File: src/rtl/ex_div_pkg.sv
// ex_div_pkg: constants shared by the EX-stage divider.
//   - opcode / funct7 / funct3 values of the RV32M DIV, DIVU, REM, REMU instructions
//   - FSM state encoding for ex_div
//   - ZERO_WORD and WRITE_DISABLE constants used for idle outputs
package ex_div_pkg;

    localparam logic [6:0]  OPCODE_OP     = 7'b0110011;
    localparam logic [6:0]  FUNCT7_MULDIV = 7'b0000001;

    localparam logic [2:0]  FUNCT3_DIV    = 3'b100;
    localparam logic [2:0]  FUNCT3_DIVU   = 3'b101;
    localparam logic [2:0]  FUNCT3_REM    = 3'b110;
    localparam logic [2:0]  FUNCT3_REMU   = 3'b111;

    localparam logic [31:0] ZERO_WORD     = 32'h0000_0000;
    localparam logic        WRITE_DISABLE = 1'b0;
    localparam logic        WRITE_ENABLE  = 1'b1;

    typedef enum logic [1:0] {
        IDLE = 2'b00,
        BUSY = 2'b01,
        DONE = 2'b10
    } div_state_t;

    // Two's-complement magnitude; 0x80000000 maps to itself, which is the
    // correct unsigned magnitude for the restoring datapath.
    function automatic logic [31:0] magnitude(input logic [31:0] value, input logic is_signed);
        magnitude = (is_signed && value[31]) ? (32'd0 - value) : value;
    endfunction

endpackage

File: src/rtl/ex_div_core.sv
// div_core: unsigned restoring divider datapath, one quotient bit per cycle.
//   clk, rst_n   : core clock, asynchronous active-low reset
//   load         : capture dividend/divisor, clear remainder and counter
//   step         : perform one shift / trial-subtract / quotient-bit iteration
//   dividend     : unsigned dividend (magnitude)
//   divisor      : unsigned divisor (magnitude, nonzero when stepping)
//   quot, rem    : quotient and partial remainder registers
//   count        : number of iterations completed (wraps after 32)
module div_core (
    input  logic        clk,
    input  logic        rst_n,
    input  logic        load,
    input  logic        step,
    input  logic [31:0] dividend,
    input  logic [31:0] divisor,
    output logic [31:0] quot,
    output logic [31:0] rem,
    output logic [4:0]  count
);

    logic [31:0] dvsr;
    logic [32:0] shifted;
    logic [33:0] trial;
    logic [31:0] rem_next;
    logic [31:0] quot_next;

    // The quotient register doubles as the dividend shift register: its MSB
    // feeds the remainder while the new quotient bit enters at the LSB.
    always_comb begin
        shifted = {rem, quot[31]};
        trial   = {1'b0, shifted} - {2'b00, dvsr};
        if (!trial[33]) begin
            rem_next  = trial[31:0];
            quot_next = {quot[30:0], 1'b1};
        end else begin
            rem_next  = shifted[31:0];
            quot_next = {quot[30:0], 1'b0};
        end
    end

    always_ff @(posedge clk or negedge rst_n) begin
        if (!rst_n) begin
            dvsr  <= 32'd0;
            rem   <= 32'd0;
            quot  <= 32'd0;
            count <= 5'd0;
        end else if (load) begin
            dvsr  <= divisor;
            rem   <= 32'd0;
            quot  <= dividend;
            count <= 5'd0;
        end else if (step) begin
            rem   <= rem_next;
            quot  <= quot_next;
            count <= count + 5'd1;
        end
    end

endmodule

File: src/rtl/ex_div.sv
// ex_div: EX-stage iterative divider for RV32M DIV/DIVU/REM/REMU.
//   clk, rst_n   : core clock, asynchronous active-low reset
//   inst_i       : instruction from ID/EX (all-zero for a bubble)
//   op1_i, op2_i : dividend (rs1) and divisor (rs2)
//   reg_waddr_i  : destination register
//   flush_i      : jump/flush request, aborts a divide in progress
//   div_hold_o   : stall request to ctrl while the divide is busy
//   div_we_o     : one-cycle write enable for the result
//   div_waddr_o  : result destination register
//   div_wdata_o  : quotient or remainder
// Normal divides write 33 cycles after issue; divide-by-zero and signed
// overflow are resolved at issue and write one cycle later.
import ex_div_pkg::*;

module ex_div (
    input  logic        clk,
    input  logic        rst_n,
    input  logic [31:0] inst_i,
    input  logic [31:0] op1_i,
    input  logic [31:0] op2_i,
    input  logic [4:0]  reg_waddr_i,
    input  logic        flush_i,
    output logic        div_hold_o,
    output logic        div_we_o,
    output logic [4:0]  div_waddr_o,
    output logic [31:0] div_wdata_o
);

    div_state_t  state, state_next;

    logic [2:0]  funct3;
    logic        is_div_inst;
    logic        start;
    logic        signed_op;
    logic        div_zero;
    logic        overflow;
    logic        special;
    logic [31:0] special_word;

    logic [4:0]  waddr;
    logic        is_rem;
    logic        quot_neg;
    logic        rem_neg;
    logic        special_hit;
    logic [31:0] special_result;

    logic [31:0] quot;
    logic [31:0] rem;
    logic [4:0]  count;
    logic [31:0] result;

    // rs1/rs2 fields are not needed: operands arrive already read.
    logic        unused_fields;
    assign unused_fields = ^inst_i[24:15];

    assign funct3      = inst_i[14:12];
    assign is_div_inst = (inst_i[6:0] == OPCODE_OP) && (inst_i[31:25] == FUNCT7_MULDIV) && funct3[2];
    assign start       = is_div_inst && (state == IDLE) && !flush_i;

    assign signed_op   = !funct3[0];
    assign div_zero    = (op2_i == 32'd0);
    assign overflow    = signed_op && (op1_i == 32'h8000_0000) && (op2_i == 32'hFFFF_FFFF);
    assign special     = div_zero || overflow;

    always_comb begin
        special_word = 32'd0;
        if (div_zero) special_word = funct3[1] ? op1_i : 32'hFFFF_FFFF;
        else          special_word = funct3[1] ? 32'd0 : 32'h8000_0000;
    end

    // Operands are captured at issue because ID/EX zeroes its outputs while
    // the pipeline is held.
    always_ff @(posedge clk or negedge rst_n) begin
        if (!rst_n) begin
            waddr          <= 5'd0;
            is_rem         <= 1'b0;
            quot_neg       <= 1'b0;
            rem_neg        <= 1'b0;
            special_hit    <= 1'b0;
            special_result <= 32'd0;
        end else if (start) begin
            waddr          <= reg_waddr_i;
            is_rem         <= funct3[1];
            quot_neg       <= signed_op && (op1_i[31] ^ op2_i[31]);
            rem_neg        <= signed_op && op1_i[31];
            special_hit    <= special;
            special_result <= special_word;
        end
    end

    div_core u_core (
        .clk      (clk),
        .rst_n    (rst_n),
        .load     (start && !special),
        .step     (state == BUSY),
        .dividend (magnitude(op1_i, signed_op)),
        .divisor  (magnitude(op2_i, signed_op)),
        .quot     (quot),
        .rem      (rem),
        .count    (count)
    );

    always_ff @(posedge clk or negedge rst_n) begin
        if (!rst_n) state <= IDLE;
        else        state <= state_next;
    end

    always_comb begin
        state_next = state;
        case (state)
            IDLE: if (start) state_next = special ? DONE : BUSY;
            BUSY: begin
                if (flush_i)             state_next = IDLE;
                else if (count == 5'd31) state_next = DONE;
            end
            DONE:    state_next = IDLE;
            default: state_next = IDLE;
        endcase
    end

    // Quotient is negated on differing signs; remainder follows the dividend.
    always_comb begin
        result = ZERO_WORD;
        if (special_hit)  result = special_result;
        else if (is_rem)  result = rem_neg  ? (32'd0 - rem)  : rem;
        else              result = quot_neg ? (32'd0 - quot) : quot;
    end

    always_comb begin
        div_we_o    = WRITE_DISABLE;
        div_waddr_o = 5'd0;
        div_wdata_o = ZERO_WORD;
        if (state == DONE) begin
            div_waddr_o = waddr;
            div_wdata_o = result;
            if (!flush_i && (waddr != 5'd0)) div_we_o = WRITE_ENABLE;
        end
    end

    // Gated by rst_n so the stall request drops the instant reset asserts.
    assign div_hold_o = rst_n && (start || (state == BUSY));

endmodule

File: config.mk
export PLATFORM = sky130hd
export DESIGN_NAME = ex_div
export DESIGN_NICKNAME = d
export VERILOG_FILES = /design/src/rtl/ex_div_pkg.sv /design/src/rtl/ex_div_core.sv /design/src/rtl/ex_div.sv
export SDC_FILE = /design/constraint.sdc
export NUM_CORES = 1
export LEC_CHECK = 0
export CAP_MARGIN = 25
export CORE_MARGIN = 4
export CORE_UTILIZATION = 45
export CTS_BUF_LIST = sky130_fd_sc_hd__clkbuf_4
export DETAILED_ROUTE_END_ITERATION = 7
export PLACE_DENSITY_LB_ADDON = 0.15
export SLEW_MARGIN = 20
export SYNTH_ARGS = -nofsm -noshare
export SYNTH_HDL_FRONTEND = slang
export SYNTH_SLANG_ARGS = --single-unit
File: constraint.sdc
create_clock -name clk -period 4.5 [get_ports clk]
set_clock_uncertainty 0.15 [all_clocks]
set_input_delay 0.9 -clock clk [delete_from_list [all_inputs] [get_ports clk]]
set_output_delay 0.9 -clock clk [all_outputs]
set_load 0.02 [all_outputs]
==> flow_summary.yaml, run 1 <==
yosys:
  yosys.area.top_type: "dfrtp_1"
  synthMuxAreaShare_pct: 1.24
  synth_cell_types: 68
  postSynthAreaPerCell_um2: 7.84
  synth_top_cell_area_share_pct: 31.7
  synth_xor_area_share_pct: 11.4
  synthTopCellsByArea: "dfrtp_1 (32%), nand2_1 (8.8%), xnor2_1 (7.2%)"
  synth_compound_area_share_pct: 22.4
  yosysSeqAreaShare_pct: 31.7
  yosys_warnings: 0
  synth_top_family_by_area: "simple AND/OR/NAND/NOR gates"
  synth_area_mm2: 0.0114
  ys_ff_latch: 144
  synth_flop_cell: "dfrtp_1"
  yosys.area_share.simple_pct: 23.7
  synth_fa_ha_area_share_pct: 4.47
  syn_nets: 1593
  synth-async-reset-ratio_pct: 100
  synth_edf_count: 0
  syn_inst: 1449
timing:
  worst_hold_slack_ns: 0.00511
  hold_violations: 0
  finalSetupViolCount: 0
  final-max-slew-violation-count: 0
  max_slew_margin_pct: 38.9
  rsz0062_at_grt: "true"
  finalCriticalPeriod_ns: 4.46
  worst_pin_slew_ns: 0.914
  fmax_mhz: 224
  finalCritPeriodShare_pct: 99.1
die:
  fp.coreArea_mm2: 0.0246
  rows: 57
  fp.dieW_um: 167
  die-area_mm2: 0.0279
  initial_core_util_pct: 46.2
  num_io_pins: 143
  die-height_um: 167
critical_path:
  crit_path_start_kind: "flop"
  cp_slowest_cell: "or4_4"
  cp_top_family: "simple AND/OR/NAND/NOR gates"
  cpPeakStageDelay_ns: 0.58
  crit_arrival_ns: 3.41
  path_cells: "or4_4 > or4_4 > or3_4 > o21ai_2 > xnor2_1 > nor2_1 > a211oi_2 > a21oi_1 > nor2_1 > buf_4"
  worstPathRequired_ns: 3.45
  criticalPathCategory: "reg -> out"
  worst-path-buf-inv: 1
  worstSetupEndpointType: "output pin"
  worstPathMaxFanout: 3
global_route:
  grtUsageMet2_pct: 38.8
  grt_util_all_layers_pct: 24.3
  overflow: 0
  grt_pass1_vias: 10400
  top_usage_layer: "met2"
  use_met1_pct: 34.9
  grt_pass1_wl_um: 55800
  antenna_found_initial: 2
  grt.met3_usage_pct: 3.67
  grt_max_degree: 65
layout:
  mostFrequentLayoutCells: "nand2_1 (264), dfrtp_1 (143), clkdlybuf4s50_1 (102)"
  area_growth_pct: 20.8
  final_common_cell: "nand2_1"
  fill_cells: 2415
  num-nets-final: 1717
  drive_above_1_share_pct: 10.5
pwr:
  p_total_mw: 3.62
  peakVddDrop_mv: 0.196
  power_frac_clock_pct: 26.5
  p_sw_share_pct: 36.5
  power.switching_mw: 1.32
  p_per_area_mw_per_mm2: 264
  pwr-share-comb_pct: 31.5
  p_int_mw: 2.30
  p_leak_nw: 5.65
  p_seq_share_pct: 41.9
clock_tree:
  clk_pin_slew_ns: 0.16
  numCtsBuffers: 17
  clkSinkCount: 144
  cts-root-buf: "clkbuf_4"
  ctsHoldBuffers: 0
  cts_max_path_buffers: 2
  cts_tree: "built"
  htreeDepth: 4
  insertion_delay_ns: 0.60
outcome:
  status: "completed"
routing:
  drc_errors: 0
  dr_total_vias: 11000
  drt_iter0_markers: 845
  drtAntennaViolNets: 0
  drtPass1Iterations: 5
  detail_route.vias_per_cell: 5.76
  post_drt_wl_per_cell_um: 17.9
  routed_wl_um: 34300
place:
  hpwl_um: 25400
  gp_congestion: 0.873
  portBuffers: 127
hold_path:
  hold_path_class: "in -> async"
run:
  cap_violations: 0
==> area by class of cell <==
cell class              instances  area [µm²]  area share (%)
clock inverters                14         179            1.30
clock buffers                  18         135           0.984
flip-flops and latches        144        3600            26.3
well taps                     324         405            2.95
multi-input cells            1164        7370            53.7
inverters                      54         203            1.48
repair buffers                192        1830            13.3
diodes                          2        5.00          0.0365
==> registers in the layout (all words and copies together), names as in the netlist <==
signal / cells
special_result: 32
u_core.dvsr: 32
u_core.quot: 32
u_core.rem: 32
u_core.count: 5
waddr: 5
state: 2
is_rem: 1
quot_neg: 1
rem_neg: 1
special_hit: 1
==> layer usage <==
metal / up-vias / part of all wire, %
li1: 5358 / -
met1: 5292 / 47
met2: 316 / 46
met3: 41 / 5.5
met4: 0 / 1.7
met5: - / 0
==> path summary, 6_finish.rpt <==
check,cells after the start,start,slack [ns],to
max,10,u_core.quot[13],0.04,div_wdata_o[19]
max reg2reg,13,u_core.quot[31],0.61,u_core.rem[26]
min in group clk,2,special_result[30],0.33,special_result[30]
min reg2reg,2,special_result[30],0.33,special_result[30]
min,1,rst_n,0.005,u_core.dvsr[7]
max in group asynchronous,2,rst_n,2.98,u_core.quot[14]
==> cell usage after synthesis, types with 23 or more instances <==
| master | instances |
|---|---|
| nand2_1 | 265 |
| nand2b_1 | 41 |
| clkbuf_1 | 68 |
| o21ai_0 | 95 |
| xor2_1 | 54 |
| nor2_1 | 85 |
| a21oi_1 | 97 |
| ha_1 | 39 |
| inv_1 | 53 |
| dfrtp_1 | 144 |
| xnor2_1 | 94 |
| o211ai_1 | 26 |
| nand3_1 | 65 |
| o31ai_1 | 23 |
==> what timing repair did <==
action	CTS	global route
gates resized for setup	50	38
pin swaps	1	1
setup buffers	2	0
endpoints found under the hold margin	0	0
setup endpoints to repair	24	23
==> power groups by stage <==
stage | sequential [mW] | combinational, mW | clock, mW
global placement | 1.53 | 1.11 | 0
finish | 1.52 | 1.14 | 0.961
floorplan | 1.52 | 0.705 | 0
detailed placement | 1.53 | 1.13 | 0
global route | 1.53 | 1.27 | 1.03
CTS | 1.51 | 1.14 | 0.973
==> cells by family (layout without fill, tap and decap cells) <==
group           Yosys count  after routing
flops                   144            144
other cells               0              2
xor+xnor                148            148
fa+ha+maj                40             40
mux                      14             14
simple gates            577            577
compound gates          385            385
buf+inv                 141            278
==> through the flow <==
stage	util, %	setup WS [ns]	std cells	cell area, µm²	setup TNS (ns)
3_3_place_gp	53.9	-0.115	1875	13300	-0.115
2_1_floorplan	-	0.644	1449	11400	0
6_report	55.8	0.0385	1912	13700	0
3_5_place_dp	53.9	-0.0946	1875	13300	-0.0946
5_1_grt	55.8	-0.107	1911	13700	-0.344
4_1_cts	55.6	-0.151	1909	13700	-0.497
Note: power is estimated with default switching activity, not from simulation.
==> run 2, diff against run 1 <==
--- a/config.mk
+++ b/config.mk
@@ -6,6 +6,7 @@
 export NUM_CORES = 1
 export LEC_CHECK = 0
 export CAP_MARGIN = 25
+export CORE_ASPECT_RATIO = 2
 export CORE_MARGIN = 4
 export CORE_UTILIZATION = 45
 export CTS_BUF_LIST = sky130_fd_sc_hd__clkbuf_4
@@ -15,3 +16,4 @@
 export SYNTH_ARGS = -nofsm -noshare
 export SYNTH_HDL_FRONTEND = slang
 export SYNTH_SLANG_ARGS = --single-unit
+export TNS_END_PERCENT = 30
==> constraint.sdc (replaced) <==
create_clock -name clk -period 4.5 [get_ports clk]
set_clock_uncertainty 0.15 [all_clocks]
set_input_delay 0.45 -clock clk [delete_from_list [all_inputs] [get_ports clk]]
set_output_delay 0.45 -clock clk [all_outputs]
set_load 0.02 [all_outputs]
==> flow_summary.yaml, run 2 (synthesized netlist as in run 1, its figures left out) <==
outcome:
  status: "completed"
critical_path:
  worstSetupEndpointType: "output pin"
  path_cells: "or4_4 > nand4b_1 > buf_4 > o21ai_0 > xnor2_1 > nor2_1 > a211oi_2 > a21oi_1 > nor2_1 > clkdlybuf4s50_1"
  r2r_start: "u_core.quot[31]"
  crit_arrival_ns: 3.73
  cp_slowest_cell: "clkdlybuf4s50_1"
  worst-path-buf-inv: 2
  cpMostUsedCell: "nor2_1"
  worstPathMaxFanout: 5
  worstPathRequired_ns: 3.90
  cpPeakStageDelay_ns: 0.62
  criticalPathCategory: "reg -> out"
  cp_top_family: "simple AND/OR/NAND/NOR gates"
  crit_path_start_kind: "flop"
  startpoint: "u_core.quot[9]"
timing:
  finalCritPeriodShare_pct: 96.1
  fin_ws_ns: 0.174
  finalSetupTns_ns: 0
  hold_violations: 0
  max_slew_margin_pct: 33.2
  final-max-slew-violation-count: 0
  finalCriticalPeriod_ns: 4.33
  rsz0062_at_grt: "false"
  worst_pin_slew_ns: 0.999
  finalSetupViolCount: 0
  fmax_mhz: 231
global_route:
  antenna_found_initial: 1
  grt_pass1_vias: 10600
  grt_max_degree: 118
  grt_util_all_layers_pct: 24.5
  overflow: 0
  grt_pass1_wl_um: 54200
clock_tree:
  htreeDepth: 4
  cts_max_path_buffers: 2
  cts-root-buf: "clkbuf_4"
  numCtsBuffers: 17
  insertion_delay_ns: 0.62
  clkSinkCount: 144
  cts_tree: "built"
  clk_pin_slew_ns: 0.13
die:
  num_io_pins: 143
  die-height_um: 233
  rows: 82
  die-area_mm2: 0.0280
  fp.coreArea_mm2: 0.0249
  fp.dieW_um: 120
  initial_core_util_pct: 45.6
layout:
  num-nets-final: 1684
  stdcell_area_mm2: 0.0133
  stdcell_count: 1890
  drive_above_1_share_pct: 6.83
  mostFrequentLayoutCells: "nand2_1 (265), dfrtp_1 (143), clkdlybuf4s50_1 (117)"
  final_common_cell: "nand2_1"
  area_growth_pct: 17.3
routing:
  drt_iter0_markers: 775
  detail_route.vias_per_cell: 5.69
  drtPass1Iterations: 6
  post_drt_wl_per_cell_um: 18.2
  drc_errors: 0
  dr_total_vias: 10800
  drtAntennaViolNets: 0
  routed_wl_um: 34400
pwr:
  peakVddDrop_mv: 0.136
  p_total_mw: 3.36
  p_per_area_mw_per_mm2: 252
  p_leak_nw: 5.31
place:
  pre_cts_ws_ns: 0.434
  portBuffers: 127
  gp_congestion: 0.910
  place_inst: 1855
  hpwl_um: 25900
  placed_area_mm2: 0.0130
hold_path:
  hold_path_class: "in -> async"
run:
  cap_violations: 0
run 2: cell types whose count changed in the layout (fill, tap and decap cells not counted), moves of 4 or more:
cell / before / now
clkbuf_2: 5 / 1
dlymetal6s2s_1: 7 / 2
buf_4: 61 / 25
clkdlybuf4s50_1: 102 / 117
clkbuf_4: 18 / 22
inv_6: 6 / 0
clkinv_1: 1 / 7
run 2: repair_timing:
item / in CTS / in global routing
resized for setup: 14 / 11
hold buffers: 1 / 0
buffers inserted: 0 / 0
pin swaps: 0 / 0
endpoints found under the hold margin: 33 / 0
endpoints found under the setup margin: 13 / 8
run 2: cell type report:
cell class                 instances  area, µm²
fill                            2484      11600
multi-input combinational       1164       7290
sequential                       144       3600
timing repair buffer             159       1580
tap                              336        420
inverter                          54        203
clock buffer                      22        165
clock inverter                    10       70.1
antenna                            1       2.50
run 2: where the power goes:
group	internal (mW)	leakage, nW	switching (mW)	total (mW)
combinational	0.472	3.36	0.549	1.02
clock	0.291	0.133	0.485	0.776
sequential	1.38	1.83	0.181	1.56
total	2.15	5.31	1.21	3.36
run 2: worst paths after layout:
check / to / slack, ns / cells past startpoint
max: div_wdata_o[11] / 0.17 / 10
min: u_core.rem[6] / 0.11 / 2
max in group asynchronous: u_core.dvsr[3] / 3.14 / 3
min in group clk: waddr[0] / 0.20 / 3
min reg2reg: special_result[30] / 0.32 / 2
max reg2reg: u_core.rem[24] / 0.54 / 13
run 2: per-stage QoR:
stage          utilization (%)  hold slack (ns)
2_1_floorplan                -          0.00441
3_5_place_dp              52.2            0.194
5_1_grt                   53.5            0.104
6_report                  53.5            0.108
4_1_cts                   53.3           0.0713
3_3_place_gp              52.2            0.195
run 2: metal layers:
layer | share of wire (%) | GRT usage, %
met1 | 37 | 24.5
met2 | 56 | 48.1
met3 | 3.1 | 3.67
met4 | 4.2 | 11.8
met5 | 0 | 0
run 2: worst register-to-register path, cell delays in order, from the launching register on:
cell and delay [ns]:
dfrtp_1 0.43, inv_1 0.19, ha_1 0.24, inv_1 0.07, fa_1 0.42, a211oi_1 0.34
o211ai_1 0.18, a221o_1 0.38, a31oi_1 0.35, o31a_1 0.29, nor2b_1 0.37, a21oi_1 0.14
xnor2_1 0.19, o21ai_0 0.09
==> run 3, diff against run 2 <==
==> constraint.sdc (replaced) <==
create_clock -name clk -period 3.69 [get_ports clk]
set_clock_uncertainty 0.15 [all_clocks]
set_input_delay 0.369 -clock clk [delete_from_list [all_inputs] [get_ports clk]]
set_output_delay 0.369 -clock clk [all_outputs]
set_load 0.02 [all_outputs]
==> flow_summary.yaml, run 3 (synthesized netlist as in run 1, its figures left out) <==
outcome:
  status: "finished with violations"
  violations: "negative setup slack"
global_route:
  grt_pass1_wl_um: 57600
  grt_max_degree: 54
  use_met1_pct: 25.4
  top_usage_layer: "met2"
  grtUsageMet2_pct: 49.5
  antenna_found_initial: 2
  grt_pass1_vias: 11300
  grt.met3_usage_pct: 4.21
  overflow: 0
  grt_util_all_layers_pct: 25.9
die:
  die-height_um: 233
  fp.dieW_um: 120
  rows: 82
  die-area_mm2: 0.0280
  num_io_pins: 143
  initial_core_util_pct: 45.6
  fp.coreArea_mm2: 0.0249
routing:
  drc_errors: 0
  drtPass1Iterations: 5
  routed_wl_um: 35800
  dr_total_vias: 11200
  drtAntennaViolNets: 0
  drt_iter0_markers: 673
  detail_route.vias_per_cell: 5.67
  post_drt_wl_per_cell_um: 18.1
layout:
  final_common_cell: "nand2_1"
  area_growth_pct: 25.9
  mostFrequentLayoutCells: "nand2_1 (264), dfrtp_1 (140), buf_4 (121)"
  num-nets-final: 1777
  drive_above_1_share_pct: 14.9
  post-route-util_pct: 57.4
  stdcell_area_mm2: 0.0143
place:
  portBuffers: 127
  placed_area_mm2: 0.0137
  hpwl_um: 27700
  pre_cts_ws_ns: -0.329
  gp_congestion: 0.951
run:
  cap_violations: 0
clock_tree:
  cts_tree: "built"
  insertion_delay_ns: 0.61
  clk_pin_slew_ns: 0.12
  clkSinkCount: 144
  htreeDepth: 4
  cts_max_path_buffers: 2
  cts-root-buf: "clkbuf_4"
  numCtsBuffers: 17
critical_path:
  crit_path_start_kind: "flop"
  worstPathRequired_ns: 3.17
  crit_arrival_ns: 3.43
  worstSetupEndpointType: "output pin"
  r2r_start: "u_core.quot[31]"
  worstPathMaxFanout: 3
  r2r_end: "u_core.rem[22]"
  reg2reg_slack_ns: 0.08
  ff2ff_path_depth: 13
  criticalPathCategory: "reg -> out"
timing:
  worst_pin_slew_ns: 0.994
  finalCriticalPeriod_ns: 3.95
  fmax_mhz: 253
  finalCritPeriodShare_pct: 107
  fin_ws_ns: -0.256
  final-max-slew-violation-count: 0
  hold_violations: 0
  finalSetupViolCount: 10
  max_slew_margin_pct: 33.7
  rsz0062_at_grt: "true"
  finalSetupTns_ns: -1.35
pwr:
  p_per_area_mw_per_mm2: 319
  p_leak_nw: 5.92
  peakVddDrop_mv: 0.191
  p_total_mw: 4.57
hold_path:
  hold_path_class: "in -> async"
run 3: worst max-delay path by stage:
stage	from	endpoint	slack, ns	cells past startpoint
2_1_floorplan	u_core.quot[13]	div_wdata_o[19]	0.50	9
3_3_place_gp	inst_i[30]	div_hold_o	-0.32	5
3_5_place_dp	inst_i[30]	div_hold_o	-0.33	5
4_1_cts	u_core.quot[13]	div_wdata_o[29]	-0.26	9
5_1_grt	u_core.quot[11]	div_wdata_o[31]	-0.41	11
6_report	u_core.quot[11]	div_wdata_o[31]	-0.26	11
run 3: routing by layer:
layer / routed length [µm] / part of all wire (%) / up-vias
met5: 0 / 0 / -
met4: 2200 / 6.1 / 0
met3: 1240 / 3.5 / 116
met2: 20000 / 56 / 303
met1: 12400 / 35 / 5330
li1: - / - / 5491
run 3: worst max-delay path, cell delays in order (launching register included):
cell     delay [ns]
dfrtp_1        0.40
or4_4          0.56
or4_4          0.46
nor3_4         0.25
nand3_2        0.15
buf_6          0.18
o31ai_4        0.17
xnor2_1        0.14
o21ai_1        0.08
mux2i_1        0.20
nor2_1         0.06
buf_2          0.17
run 3: power by group:
part,leakage (nW),switching (mW),total (mW),internal [mW]
Clock,0.184,0.595,1.26,0.669
Sequential,1.82,0.164,1.85,1.69
Combinational,3.91,0.777,1.46,0.679
run 3: cell type report:
type / count / area [µm²]
Multi-Input combinational cell: 1164 / 7450
Fill cell: 2348 / 10600
Antenna cell: 2 / 5.00
Inverter: 54 / 203
Tap cell: 336 / 420
Timing Repair Buffer: 252 / 2270
Clock buffer: 18 / 135
Clock inverter: 13 / 218
Sequential cell: 144 / 3610
run 3: timing repair:
| action | in CTS | in global routing |
|---|---|---|
| setup buffers | 3 | 4 |
| endpoints found under the setup margin | 26 | 31 |
| hold buffers | 1 | 0 |
| endpoints found under the hold margin | 48 | 0 |
| pin swaps | 11 | 8 |
| resized for setup | 109 | 33 |
run 3: through the flow:
stage,std cells,hold WS (ns)
floorplan,1449,-0.0766
global placement,1942,0.196
global route,1983,0.0706
finish,1983,0.0993
CTS,1977,0.0701
detailed placement,1942,0.197
